==> config.mk <==
export PLATFORM = sky130hd
export DESIGN_NAME = align_acc_scheduler
export DESIGN_NICKNAME = d
export VERILOG_FILES = /design/src/rtl/align_acc_scheduler.sv
export SDC_FILE = /design/constraint.sdc
export NUM_CORES = 1
export LEC_CHECK = 0
export CAP_MARGIN = 5
export CORE_ASPECT_RATIO = 1.1
export CORE_MARGIN = 10
export CORE_UTILIZATION = 55
export DETAILED_ROUTE_END_ITERATION = 7
export PLACE_DENSITY_LB_ADDON = 0.08
export SYNTH_ARGS = -nofsm -noshare
export SYNTH_HDL_FRONTEND = slang
export SYNTH_HIERARCHICAL = 1
export SYNTH_SLANG_ARGS = --single-unit
==> constraint.sdc <==
create_clock -name clk -period 9.5 [get_ports clk]
set_clock_uncertainty 0.1 [all_clocks]
set_input_delay 0.95 -clock clk [delete_from_list [all_inputs] [get_ports clk]]
set_output_delay 0.95 -clock clk [all_outputs]
set_load 0.05 [all_outputs]
==> src/rtl/align_acc_scheduler.sv <==
// SD4 MAC group sequencer. It collects N_PP (exponent, sign-magnitude pp) pairs,
// tracks their largest exponent, then replays the pairs one per cycle through
// the aligner and accumulates the aligned values into a single signed sum.
//
//  state | meaning
//  ------+-------------------------------------------------------------
//  LOAD  | accept pairs into the buffer and track the maximum exponent
//  ALIGN | replay one buffered pair per cycle through u_align into acc
//  DONE  | present out_sum/out_exp_max until the downstream handshake

// Aligns one sign-magnitude partial product to the group's maximum exponent.
// The magnitude sits at bits [14:11] before the shift, so a shift of 15 or
// more always clears it. A negative zero produces zero.
module align_acc_align (
  input  logic        [4:0]  pp_exp,
  input  logic        [4:0]  exp_max,
  input  logic        [4:0]  signed_pp,
  output logic signed [15:0] aligned_pp
);

  logic [4:0]  shift_d;
  logic [14:0] mag_pre;
  logic [14:0] mag;

  // Shift the magnitude right by the exponent gap and apply the sign.
  always_comb begin
    shift_d    = exp_max - pp_exp;
    mag_pre    = {signed_pp[3:0], 11'b0};
    mag        = mag_pre >> shift_d;
    aligned_pp = signed_pp[4] ? -$signed({1'b0, mag}) : $signed({1'b0, mag});
  end

endmodule

module align_acc_scheduler #(
  parameter int N_PP  = 8,
  parameter int ACC_W = 19
) (
  input  logic                    clk,
  input  logic                    rst_n,
  input  logic                    in_valid,
  output logic                    in_ready,
  input  logic        [4:0]       in_exp,
  input  logic        [4:0]       in_pp,
  output logic                    out_valid,
  input  logic                    out_ready,
  output logic signed [ACC_W-1:0] out_sum,
  output logic        [4:0]       out_exp_max
);

  localparam int IDX_W = $clog2(N_PP);
  localparam logic [IDX_W-1:0] IDX_LAST = IDX_W'(N_PP - 1);

  typedef enum logic [1:0] {
    ST_LOAD  = 2'd0,
    ST_ALIGN = 2'd1,
    ST_DONE  = 2'd2
  } state_t;

  state_t                    state;
  state_t                    state_nxt;
  logic        [IDX_W-1:0]   idx;
  logic        [4:0]         exp_max;
  logic signed [ACC_W-1:0]   acc;
  logic signed [ACC_W-1:0]   acc_nxt;
  logic        [9:0]         buf_mem [N_PP];
  logic        [4:0]         rd_exp;
  logic        [4:0]         rd_pp;
  logic signed [15:0]        aligned_pp;
  logic                      beat_take;
  logic                      idx_last;

  assign beat_take = in_valid && (state == ST_LOAD);
  assign idx_last  = (idx == IDX_LAST);
  assign rd_exp    = buf_mem[idx][9:5];
  assign rd_pp     = buf_mem[idx][4:0];

  align_acc_align u_align (
    .pp_exp     (rd_exp),
    .exp_max    (exp_max),
    .signed_pp  (rd_pp),
    .aligned_pp (aligned_pp)
  );

  // Sign-extend the aligned value into the accumulator width.
  always_comb begin
    acc_nxt = acc + {{(ACC_W-16){aligned_pp[15]}}, aligned_pp};
  end

  // State register.
  always_ff @(posedge clk or negedge rst_n) begin
    if (!rst_n) begin
      state <= ST_LOAD;
    end else begin
      state <= state_nxt;
    end
  end

  // Next-state logic.
  always_comb begin
    state_nxt = state;
    case (state)
      ST_LOAD:  if (in_valid && idx_last) state_nxt = ST_ALIGN;
      ST_ALIGN: if (idx_last)             state_nxt = ST_DONE;
      ST_DONE:  if (out_ready)            state_nxt = ST_LOAD;
      default:                            state_nxt = ST_LOAD;
    endcase
  end

  // Handshake outputs decoded from the state.
  always_comb begin
    in_ready  = 1'b0;
    out_valid = 1'b0;
    case (state)
      ST_LOAD:  in_ready  = 1'b1;
      ST_DONE:  out_valid = 1'b1;
      default: begin
        in_ready  = 1'b0;
        out_valid = 1'b0;
      end
    endcase
  end

  // Pair buffer; only read back after being written in the same group, so no reset.
  always_ff @(posedge clk) begin
    if (beat_take) begin
      buf_mem[idx] <= {in_exp, in_pp};
    end
  end

  // Index, exponent tracking, accumulation and result capture.
  always_ff @(posedge clk or negedge rst_n) begin
    if (!rst_n) begin
      idx         <= '0;
      exp_max     <= '0;
      acc         <= '0;
      out_sum     <= '0;
      out_exp_max <= '0;
    end else begin
      case (state)
        ST_LOAD: begin
          if (in_valid) begin
            if (in_exp > exp_max) exp_max <= in_exp;
            idx <= idx_last ? '0 : idx + IDX_W'(1);
          end
        end
        ST_ALIGN: begin
          acc <= acc_nxt;
          idx <= idx_last ? '0 : idx + IDX_W'(1);
          if (idx_last) begin
            out_sum     <= acc_nxt;
            out_exp_max <= exp_max;
          end
        end
        ST_DONE: begin
          if (out_ready) begin
            idx     <= '0;
            exp_max <= '0;
            acc     <= '0;
          end
        end
        default: begin
          idx <= '0;
        end
      endcase
    end
  end

endmodule

=== Word level (Yosys, flattened, before mapping) ===
Memories as Yosys holds them, arrays and structs flattened.
Index checks and enable logic that the tools add are counted.

* Bits in registers: 53
* Memory bits (writable): 80
* Output and inout port bits: 26
* Word-level logic and storage cells: 50
* Memories: 1

* $add $sub $neg: 4
* $lt $le $gt $ge: 1
* Eq/ne operators: 8
* Shift operators: 1
* Muxes and demuxes: 19
* Reductions and logical operators: 10

{| class="wikitable"
|+ Memory list
! memory !! words !! bits a word !! read ports !! clocked after memory_dff !! wr ports !! line !! text
|-
| buf_mem || 8 || 10 || 1 || 0 || 1 || 66 || <nowiki>logic [9:0] buf_mem [N_PP];</nowiki>
|}

{| class="wikitable"
|+ Operators by type and width
! cell !! number
|-
| case mux 19 bit (2 select lines) || 1
|-
| adder 19 bit || 1
|-
| two-way mux 19 bit || 1
|-
| two-way mux 16 bit || 1
|-
| negation 15 -> 16 bit || 1
|-
| two-way mux 5 bit || 3
|-
| >> shifter 15 x 5 -> 15 bit || 1
|-
| case mux 5 bit (2 select lines) || 1
|-
| two-way mux 3 bit || 3
|-
| case mux 3 bit (3 select lines) || 1
|-
| two-way mux 2 bit || 3
|-
| != test 2 bit, second input constant || 3
|-
| case mux 2 bit (3 select lines) || 1
|-
| AND reduction 2 bit || 3
|-
| > comparator 5 bit || 1
|-
| subtractor 5 bit || 1
|-
| two-way mux 1 bit || 4
|-
| != test 2 x 1 -> 1 bit, second input constant || 2
|-
| AND reduction 4 bit || 1
|-
| nonzero test 2 bit || 2
|-
| adder 3 x 1 -> 3 bit, second input constant || 1
|-
| == test 3 bit, second input constant || 1
|-
| AND reduction 3 bit || 1
|-
| == test 2 x 1 -> 1 bit, second input constant || 1
|-
| 3 further kinds || 4
|}

=== Logic depth before layout (Yosys ltp) ===
Gate-level depths: netlist (run 1).
An unclocked memory read counts as a cell.

* Word-level depth: 7
* Mapped depth: 26
* Gate-level depth less buffers: 23

=== Cells and area by module ===
The synthesis (run 1) kept the hierarchy.

{| class="wikitable"
|+ By module, submodules not included
! module !! times used !! cells an instance !! area each (um2) !! sequential area each (um2)
|-
| align_acc_scheduler || 1 || 496 || 6,239.7 || 3,728.6
|-
| align_acc_align || 1 || 159 || 1,112.3 || 0.0
|}

=== Worst setup path after synthesis (run 1) ===
Ideal clock, no wire load.

* Path kind: register to register
* Start: register idx[0]
* End: register acc[12]
* Library setup time: 0.122 ns
* Data arrival time: 5.725 ns
* Required time: 9.278 ns
* Path slack: 3.553 ns
* Stages on the path, launching flop included: 25
* Clock period less this slack: 5.947 ns
* Cell sequence: dfrtp_1 > clkbuf_1 > clkbuf_1 > nor2_1 > nand2_1 > a21oi_1 > or3_1 > ha_1 > fa_1 > nand2b_1 > a21oi_1 > xor2_1 > nand2_1 > or2_2 > ha_1 > nand2b_1 > xnor2_1 > ha_1 > nand2b_1 > a21oi_2 > o31ai_4 > a21boi_2 > o21a_1 > or3_1 > a32o_1

* Word-level cells in the longest chain between the ends: 7

{| class="wikitable"
|+ RTL lines
! item !! line !! text
|-
| start: declaration || 62 || <nowiki>logic [IDX_W-1:0] idx;</nowiki>
|-
| start signal: assignment || 144 || <nowiki>idx <= idx_last ? '0 : idx + IDX_W'(1);</nowiki>
|-
| start signal: assignment || 149 || <nowiki>idx <= idx_last ? '0 : idx + IDX_W'(1);</nowiki>
|-
| memory (8 x 10 bit) * || n/a ||
|-
| net rd_exp[0] || 67 || <nowiki>logic [4:0] rd_exp;</nowiki>
|-
| subtractor 5 bit * || 27 || <nowiki>shift_d = exp_max - pp_exp;</nowiki>
|-
| >> shifter 15 x 5 -> 15 bit * || 29 || <nowiki>mag = mag_pre >> shift_d;</nowiki>
|-
| negation 15 -> 16 bit || 30 || <nowiki>aligned_pp = signed_pp[4] ? -$signed({1'b0, mag}) : $signed({1'b0, mag});</nowiki>
|-
| two-way mux 16 bit * || 30 ||
|-
| net aligned_pp[2] || 69 || <nowiki>logic signed [15:0] aligned_pp;</nowiki>
|-
| adder 19 bit * || 87 || <nowiki>acc_nxt = acc + {{(ACC_W-16){aligned_pp[15]}}, aligned_pp};</nowiki>
|-
| case mux 19 bit (2 select lines) * || 140 || <nowiki>case (state)</nowiki>
|-
| end signal: assignment || 148 || <nowiki>acc <= acc_nxt;</nowiki>
|-
| end: declaration || 64 || <nowiki>logic signed [ACC_W-1:0] acc;</nowiki>
|}

Mark *: on every way through the listed nets, which the timed path passes. The rest lies on a longest branch.
A chain may end at the register's enable or synchronous reset.

=== Worst setup path in the final report (run 1) ===
* Start: register idx[1]
* End: register acc[13]

Same word-level chain as after synthesis.

==> impl_metrics.csv, run 1 <==
group,metric,value,unit
logic_synthesis,yosysTopAreaCellShare,32.7,%
setup_path,slowest_stage,"dfrtp_1",
logic_synthesis,synth_area,7350,sq um
job,cap_violations,0,
final_layout,multi_input_area,3370,sq um
drt,dr.pass1.iters,4,
status,status,"completed",
setup_path,cp_common_cell,"ha_1",
placement,hpwlAfterDp,11900,microns
grt,grt_pass1_vias,5238,
die,die_area,18400,sq um
setup_path,crit_path_start,"idx[1]$_DFFE_PN0P_",
grt,use_met2,33.1,%
grt,grt_use_met1,22.4,%
setup_path,cp.arrival,7.04,ns
die,start_util,55.9,%
cts,path_clk_slew,0.07,ns
setup_path,crit_type,"flop to flop",
setup_path,crit_path_max_incr_delay,0.73,ns
cts,post_cts_buffers,0,
setup_path,crit_path_end_kind,"flop",
logic_synthesis,syn-num-nets,701,
cts,cts_made_buffers,17,
sta,drv_slew,0,
sta,setup_violations,0,
logic_synthesis,synth.most_common_cell,"edfxtp_1",
cts,clockRootBuffer,"clkbuf_16",
worst_hold_path,hold_start,"out_sum[15]$_DFFE_PN0P_",
final_layout,register_area,3730,sq um
setup_path,cp.required,9.68,ns
die,num_rows,44,
sta,rsz0062_at_grt,"false",
final_layout,final_nets,739,
logic_synthesis,async_reset_ff_share,39.8,%
grt,grt_util_met3,3.54,%
drt,drtAntennaViolNets,0,
logic_synthesis,syn_inst,655,
sta,tightest_slew,1.14,ns
setup_path,r2r_cells,23,
logic_synthesis,yosys-top-cells-area,"edfxtp_1, dfrtp_1, ha_1, nand2_1, mux2_2",
cts,cts_hold_buf,0,
cts,cts_tree,"built",
placement,io_buffers,39,
final_layout,fillers,1090,
drt,drc,0,
final_layout,num_antenna_cells,0,
drt,drt_iter0_markers,326,
cts,cts_max_path_buffers,2,
sta,min_period,6.87,ns
cts,cts.sinks,133,
logic_synthesis,synth_area_per_cell,11.2,sq um
cts,clock_latency,0.42,ns
sta,period_share,72.3,%
sta,max_freq,0.146,GHz
setup_path,reg2reg_from,"idx[1]$_DFFE_PN0P_",
grt,grt_pass1_wl,27100,microns
setup_path,cp-start-kind,"flop",
grt,overflow,0,
cts,htreeDepth,4,
worst_hold_path,hold_class,"flop to flop",
die,die_y,141,microns
sta,hold_viol_final,0,
logic_synthesis,synth_edf_count,80,
placement,place_congestion,0.864,
grt,grt_busiest_layer,"met2",
setup_path,crit_fanout,20,
cts,cts_resized,0,
worst_hold_path,worstHoldPathCells,2,
logic_synthesis,synth_top_area_cell,"edfxtp_1",
logic_synthesis,synth_cell_types,75,
die,core-area,13200,sq um
logic_synthesis,ys_seq_elements,133,
logic_synthesis,netlist_top_cells_count,"edfxtp_1, nand2_1, dfrtp_1",
drt,avgRoutedWirePerCell,19.0,microns
die,die_w,130,microns
drt,wirelength,16500,microns
grt,antenna_found_initial,0,
grt,grt_max_degree,54,
setup_path,crit_chain,"buf_4 > nor2b_1 > a22oi_1 > nor2_1 > or3_1 > ha_1 > fa_1 > nand2b_1 > a21oi_1 > xor2_1 > nand2_1 > or2_2 > ha_1 > nand2_1 > o21ai_0 > ha_1 > a21oi_1 > o22ai_1 > o41ai_2 > o21ai_1 > a31oi_1 > xor2_1 > o21ai_0",
die,num_io_pins,40,
sta,tns,0,ns
logic_synthesis,ys_seq_area_share,50.7,%
drt,vias_per_cell,6.05,
final_layout,drive_gt1_share,13.3,%
logic_synthesis,yosysWarningCount,6,
drt,vias,5244,
grt,grt_usage,18.7,%
logic_synthesis,synthFlopType,"edfxtp_1",
final_layout,area.growth.synth_to_final,14.8,%
sta,slew_headroom,23.6,%
## routing by layer
layer  wire length (microns)  share of wire (%)  vias up
met5                       0                  0        -
li1                        -                  -     2549
met1                    7010                 43     2601
met2                    8850                 54       79
met4                     183                1.1        0
met3                     428                2.6       15
## final cells by class
type                       count  share of cell area [%]
sequential                   133                    44.2
multi-input combinational    467                    40.0
timing repair buffer          48                    5.37
clock buffer                  17                    5.04
tap                          161                    2.39
clock inverter                15                    1.84
inverter                      26                    1.22
## cells in the final DEF, fill, tap and decap left out, drive strengths merged, types with 11 or more instances in the layout
master / Yosys / layout
nand2b: 14 / 14
a22o: 13 / 13
clkdlybuf4s50: 0 / 38
xnor2: 14 / 14
inv: 25 / 36
edfxtp: 80 / 80
dfrtp: 53 / 53
clkbuf: 22 / 17
nand3: 22 / 22
ha: 30 / 30
nand2: 60 / 60
a31oi: 11 / 11
a21o: 11 / 11
mux2i: 14 / 14
nor2: 46 / 46
a21oi: 30 / 30
o21ai: 46 / 46
nor3: 13 / 13
mux2: 19 / 19
## through the flow
stage          instance area [sq um]  util [%]  setup slack, ns  hold slack (ns)  std cells
6_report                        8440      64.1             2.63            0.377        867
5_1_grt                         8440      64.1             2.08            0.413        867
4_1_cts                         8440      64.1             2.63            0.387        867
3_5_place_dp                    7860      59.7             2.67            0.372        835
3_3_place_gp                    7860      59.7             2.78            0.361        835
2_1_floorplan                   7350         -             3.55            0.356        655
## worst max-delay path: cells and delay by family, from the launching register on
kind | cells | cell delay [ns]
AOI/OAI and AO/OA | 9 | 1.93
and+or+nand+nor | 7 | 1.43
adders and majority gates | 4 | 1.31
xor gates and xnor gates | 2 | 0.87
DFF | 1 | 0.73
buffers and inverters | 1 | 0.35
## path summary, 6_finish.rpt
kind | to | slack, ns
max in group asynchronous | acc[11]$_DFFE_PN0P_ | 8.29
min in group asynchronous | out_sum[4]$_DFFE_PN0P_ | 0.54
worst max-delay path | acc[13]$_DFFE_PN0P_ | 2.63
worst min register to register | out_sum[15]$_DFFE_PN0P_ | 0.38
worst min-delay path | out_sum[15]$_DFFE_PN0P_ | 0.38
worst max register to register | acc[13]$_DFFE_PN0P_ | 2.63
## registers in the layout, summed over array words and instances, names as in the netlist
name / flops
acc: 19
buf_mem: 80
exp_max: 5
idx: 3
out_exp_max: 5
out_sum: 19
state: 2
## cell families (layout without fill, tap and decap cells)
| kind of cell | Yosys count | count (layout) | share of synthesized area (%) |
|---|---|---|---|
| buf+inv | 55 | 106 | 3.40 |
| flops | 133 | 133 | 50.7 |
| xor+xnor | 23 | 23 | 2.84 |
| simple gates | 201 | 201 | 13.6 |
| mux | 42 | 42 | 7.57 |
| fa+ha+maj | 32 | 32 | 5.65 |
| compound gates | 169 | 169 | 16.2 |
Power of run 1 is not shown: default switching activity piles up to over one toggle a cycle in this logic, so the estimate is an artifact.
==> run 2: changes to the inputs <==
==> constraint.sdc (replaced) <==
create_clock -name clk -period 6.54 [get_ports clk]
set_clock_uncertainty 0.1 [all_clocks]
set_input_delay 0.654 -clock clk [delete_from_list [all_inputs] [get_ports clk]]
set_output_delay 0.654 -clock clk [all_outputs]
set_load 0.05 [all_outputs]
==> run 2 against run 1 <==
  * Die area is the same
  * Register-to-register slack lost 2.1 ns
  * Utilization grew 0.82 points
  * Via count grew 2.9%
  * Cell count grew 1.3%
  * Routed wire length grew 3.3%
  * Global-route usage grew 0.70 points
  * Critical path type unchanged
  * Non-clock buffer count grew 11
==> impl_metrics.csv, run 2 (synthesized netlist as in run 1, its figures left out) <==
group,metric,value,unit
cts,cts_made_buffers,17,
die,die_y,141,microns
grt,grt_pass1_vias,5469,
status,status,"completed",
sta,drv_slew,0,
sta,slew_headroom,23.2,%
final_layout,top_register,"buf_mem",
drt,drt_iter0_markers,372,
setup_path,crit_fanout,11,
cts,clock_latency,0.43,ns
job,cap_violations,0,
grt,grt_max_degree,54,
setup_path,cp.arrival,6.24,ns
final_layout,layout_common_cells,"edfxtp_1, nand2_1, dfrtp_1",
cts,cts_hold_buf,0,
die,core-area,13200,sq um
drt,drtAntennaViolNets,0,
sta,period_share,92.2,%
setup_path,cp-start-kind,"flop",
final_layout,reg_top3,"buf_mem: 80 flops, acc: 19 flops, out_sum: 19 flops",
setup_path,crit_path_end_kind,"flop",
final_layout,final_nets,750,
setup_path,crit_path_start,"idx[1]$_DFFE_PN0P_",
drt,vias_per_cell,6.15,
cts,cts_resized,0,
drt,drc,0,
setup_path,ff2ff_setup_slack,0.51,ns
placement,hpwlAfterDp,12300,microns
drt,vias,5398,
setup_path,crit_type,"flop to flop",
final_layout,largest_reg_flops,80,
grt,antenna_found_initial,0,
sta,tns,0,ns
worst_hold_path,hold_class,"input pin to async pin",
drt,wirelength,17000,microns
sta,rsz0062_at_grt,"false",
sta,setup_violations,0,
drt,avgRoutedWirePerCell,19.4,microns
sta,tightest_slew,1.15,ns
setup_path,cp.required,6.75,ns
final_layout,final_common_cell,"edfxtp_1",
cts,clockRootBuffer,"clkbuf_16",
cts,htreeDepth,4,
setup_path,crit_end,"acc[18]$_DFFE_PN0P_",
drt,dr.pass1.iters,5,
setup_path,r2r_cells,22,
grt,overflow,0,
final_layout,area.growth.synth_to_final,16.3,%
cts,cts_max_path_buffers,2,
placement,place_congestion,0.911,
cts,path_clk_slew,0.06,ns
sta,max_freq,0.166,GHz
setup_path,timing.rr.end,"acc[18]$_DFFE_PN0P_",
grt,grt_pass1_wl,27900,microns
placement,io_buffers,39,
cts,post_cts_buffers,0,
final_layout,num_antenna_cells,0,
cts,cts.sinks,133,
cts,cts_tree,"built",
die,num_rows,44,
sta,hold_viol_final,0,
die,start_util,55.9,%
final_layout,drive_gt1_share,14.2,%
die,die_w,130,microns
die,num_io_pins,40,
sta,min_period,6.03,ns
die,die_area,18400,sq um
grt,grt_usage,19.4,%
setup_path,reg2reg_from,"idx[1]$_DFFE_PN0P_",
## run 2: cell count changes in the layout (fill, tap and decap cells not counted), sizes merged
cell / change
buf: +11
inv: -8
bufinv: +3
clkinv: +3
clkbuf: +2
## run 2: routing by layer
metal | vias to the layer above | wire length (microns) | GRT usage [%]
met5 | - | 0 | 0
met4 | 0 | 382 | 7.82
met3 | 29 | 638 | 3.54
met2 | 124 | 9170 | 35.1
met1 | 2692 | 6810 | 21.7
li1 | 2553 | - | -
## run 2: worst min path at each step
stage	from	end	slack [ns]	cells after the start
floorplan	rst_n	acc[0]$_DFFE_PN0P_	0.26	0
global placement	out_sum[11]$_DFFE_PN0P_	out_sum[11]$_DFFE_PN0P_	0.36	2
detailed placement	out_sum[11]$_DFFE_PN0P_	out_sum[11]$_DFFE_PN0P_	0.37	2
CTS	rst_n	acc[4]$_DFFE_PN0P_	0.27	2
global route	rst_n	acc[4]$_DFFE_PN0P_	0.32	2
finish	rst_n	acc[4]$_DFFE_PN0P_	0.25	2
## run 2: worst max-delay path, cell delays in order (launching register included)
cell and delay (ns):
dfrtp_1 0.41, buf_4 0.26, mux2i_1 0.22, o22ai_1 0.09
or3_1 0.31, ha_1 0.22, fa_1 0.48, xnor2_1 0.22
and3_1 0.24, nor2_1 0.39, or2_2 0.21, ha_1 0.24
nand4_4 0.17, a311o_1 0.41, a211o_1 0.26, ha_1 0.21
a21oi_1 0.30, nor2_1 0.10, nor4_1 0.18, o21ai_1 0.15
a211o_1 0.33, a41o_1 0.23, a21o_1 0.17
## run 2: metrics by stage
stage | setup slack, ns | hold WS [ns] | utilization [%] | area, sq um | std cells
floorplan | 0.593 | 0.258 | - | 7350 | 655
global placement | 0.622 | 0.361 | 60.4 | 7940 | 846
detailed placement | 0.571 | 0.369 | 60.4 | 7940 | 846
CTS | 0.546 | 0.271 | 65.0 | 8550 | 878
global route | 0.103 | 0.318 | 65.0 | 8550 | 878
finish | 0.513 | 0.250 | 65.0 | 8550 | 878
## run 2: area by class of cell
type / count / area, sq um
clock buffers: 19 / 433
fillers: 1020 / 4610
flip-flops and latches: 133 / 3730
well taps: 161 / 201
repair buffers: 59 / 536
inverters: 26 / 103
clock inverters: 13 / 173
multi-input cells: 467 / 3370
Power of run 2 is left out for the same reason.
==> run 3: changes to the inputs <==
--- a/config.mk
+++ b/config.mk
@@ -8,7 +8,7 @@
 export CAP_MARGIN = 5
 export CORE_ASPECT_RATIO = 1.1
 export CORE_MARGIN = 10
-export CORE_UTILIZATION = 55
+export CORE_UTILIZATION = 40
 export DETAILED_ROUTE_END_ITERATION = 7
 export PLACE_DENSITY_LB_ADDON = 0.08
 export SYNTH_ARGS = -nofsm -noshare
==> run 3 against run 2 <==
  * Sequential cell count unchanged
  * Utilization decreased by 16 points
  * Hold slack gained 0.014 ns
  * Cell count increased by 9.3%
  * Via count down 1.9%
  * First-iteration DRC count up 0.27%
  * Register-to-register slack lost 0.03 ns
  * Non-clock buffer count grew 6
  * Fmax down 0.54%
  * Design area grew 1.7%
==> impl_metrics.csv, run 3 (synthesized netlist as in run 1, its figures left out) <==
group,metric,value,unit
placement,post-place-ws,0.434,ns
die,start_util,41.1,%
sta,tns,0,ns
drt,vias,5294,
cts,cts_max_path_buffers,2,
final_layout,final_nets,756,
cts,post_cts_buffers,0,
final_layout,reg_top3,"buf_mem: 80 flops, acc: 19 flops, out_sum: 19 flops",
grt,antenna_found_initial,0,
final_layout,largest_reg_flops,80,
placement,place_congestion,0.902,
status,status,"completed",
final_layout,postLayoutCoreUtil,48.6,%
cts,cts.sinks,133,
die,die_y,162,microns
sta,timing.hold.ws,0.264,ns
cts,clockRootBuffer,"clkbuf_16",
grt,grt_busiest_layer,"met2",
setup_path,cp.required,6.75,ns
die,die_w,149,microns
cts,clock_latency,0.42,ns
sta,fin_ws,0.481,ns
final_layout,layout_common_cells,"edfxtp_1, nand2_1, dfrtp_1",
drt,dr.pass1.iters,7,
grt,grt_pass1_wl,29900,microns
grt,grt_usage,15.7,%
sta,period_share,92.7,%
drt,avgRoutedWirePerCell,19.1,microns
grt,grt_max_degree,54,
cts,cts_resized,0,
cts,cts_hold_buf,0,
placement,hpwlAfterDp,13400,microns
job,cap_violations,0,
final_layout,final_common_cell,"edfxtp_1",
drt,drtAntennaViolNets,0,
sta,slew_headroom,22.6,%
die,die_area,24200,sq um
grt,overflow,0,
grt,grt_use_met1,18.2,%
final_layout,top_register,"buf_mem",
grt,use_met2,28.1,%
sta,max_freq,0.165,GHz
setup_path,cp-start-kind,"flop",
sta,tightest_slew,1.16,ns
drt,drt_iter0_markers,373,
die,num_rows,51,
setup_path,crit_type,"flop to flop",
sta,hold_viol_final,0,
final_layout,num_antenna_cells,0,
setup_path,cp.arrival,6.27,ns
final_layout,drive_gt1_share,15.4,%
grt,grt_pass1_vias,5502,
die,core-area,17900,sq um
cts,htreeDepth,4,
sta,setup_violations,0,
drt,drc,0,
sta,min_period,6.06,ns
die,num_io_pins,40,
drt,wirelength,18400,microns
placement,io_buffers,39,
cts,cts_tree,"built",
final_layout,area.growth.synth_to_final,18.2,%
worst_hold_path,hold_class,"input pin to async pin",
cts,path_clk_slew,0.07,ns
cts,cts_made_buffers,17,
setup_path,crit_path_end_kind,"flop",
setup_path,crit_fanout,12,
sta,drv_slew,0,
drt,vias_per_cell,5.51,
grt,grt_util_met3,2.78,%
sta,rsz0062_at_grt,"false",
## run 3: cell count changes in the layout (fill, tap and decap cells not counted), moves of 2 or more
| cell | delta |
|---|---|
| buf_4 | +6 |
| clkinv_4 | -3 |
| clkbuf_1 | -2 |
| clkinv_2 | +2 |
| clkinvlp_4 | +2 |
## run 3: area by class of cell
class | count | area [sq um]
Fill cell | 1649 | 9180
Sequential cell | 133 | 3730
Multi-Input combinational cell | 467 | 3380
Timing Repair Buffer | 65 | 581
Clock buffer | 17 | 425
Tap cell | 238 | 298
Clock inverter | 14 | 176
Inverter | 26 | 103
## run 3: final timing paths
check | start | endpoint | slack (ns) | cells after the start
min | rst_n | out_sum[3]$_DFFE_PN0P_ | 0.26 | 2
max in group asynchronous | rst_n | exp_max[2]$_DFFE_PN0P_ | 5.59 | 2
min in group clk | out_sum[1]$_DFFE_PN0P_ | out_sum[1]$_DFFE_PN0P_ | 0.38 | 2
max | idx[0]$_DFFE_PN0P_ | acc[18]$_DFFE_PN0P_ | 0.48 | 20
max reg2reg | idx[0]$_DFFE_PN0P_ | acc[18]$_DFFE_PN0P_ | 0.48 | 20
min reg2reg | out_sum[1]$_DFFE_PN0P_ | out_sum[1]$_DFFE_PN0P_ | 0.38 | 2
## run 3: critical path: stages (launching register included)
cell     delay (ns)
dfrtp_1        0.48
buf_4          0.28
mux4_2         0.53
mux2_2         0.30
fa_1           0.47
xnor2_1        0.42
nor3_1         0.09
nor2_1         0.39
or2_2          0.21
ha_1           0.23
nand4_4        0.16
or4_1          0.53
nand3_1        0.12
ha_1           0.32
nand3_1        0.16
nor2_1         0.08
nor4_1         0.18
o21ai_1        0.15
a211o_1        0.33
a41o_1         0.22
a21o_1         0.17
## run 3: through the flow
| stage | area, sq um | cells |
|---|---|---|
| 2_1_floorplan | 7350 | 655 |
| 3_3_place_gp | 8080 | 928 |
| 3_5_place_dp | 8080 | 928 |
| 4_1_cts | 8680 | 959 |
| 5_1_grt | 8690 | 960 |
| 6_report | 8690 | 960 |
## run 3: metal layers
metal,up-vias,share of wire (%)
met5,-,0
met4,0,1.6
met3,23,3.1
met2,93,54
met1,2619,42
li1,2559,-
Power of run 3 is left out for the same reason.
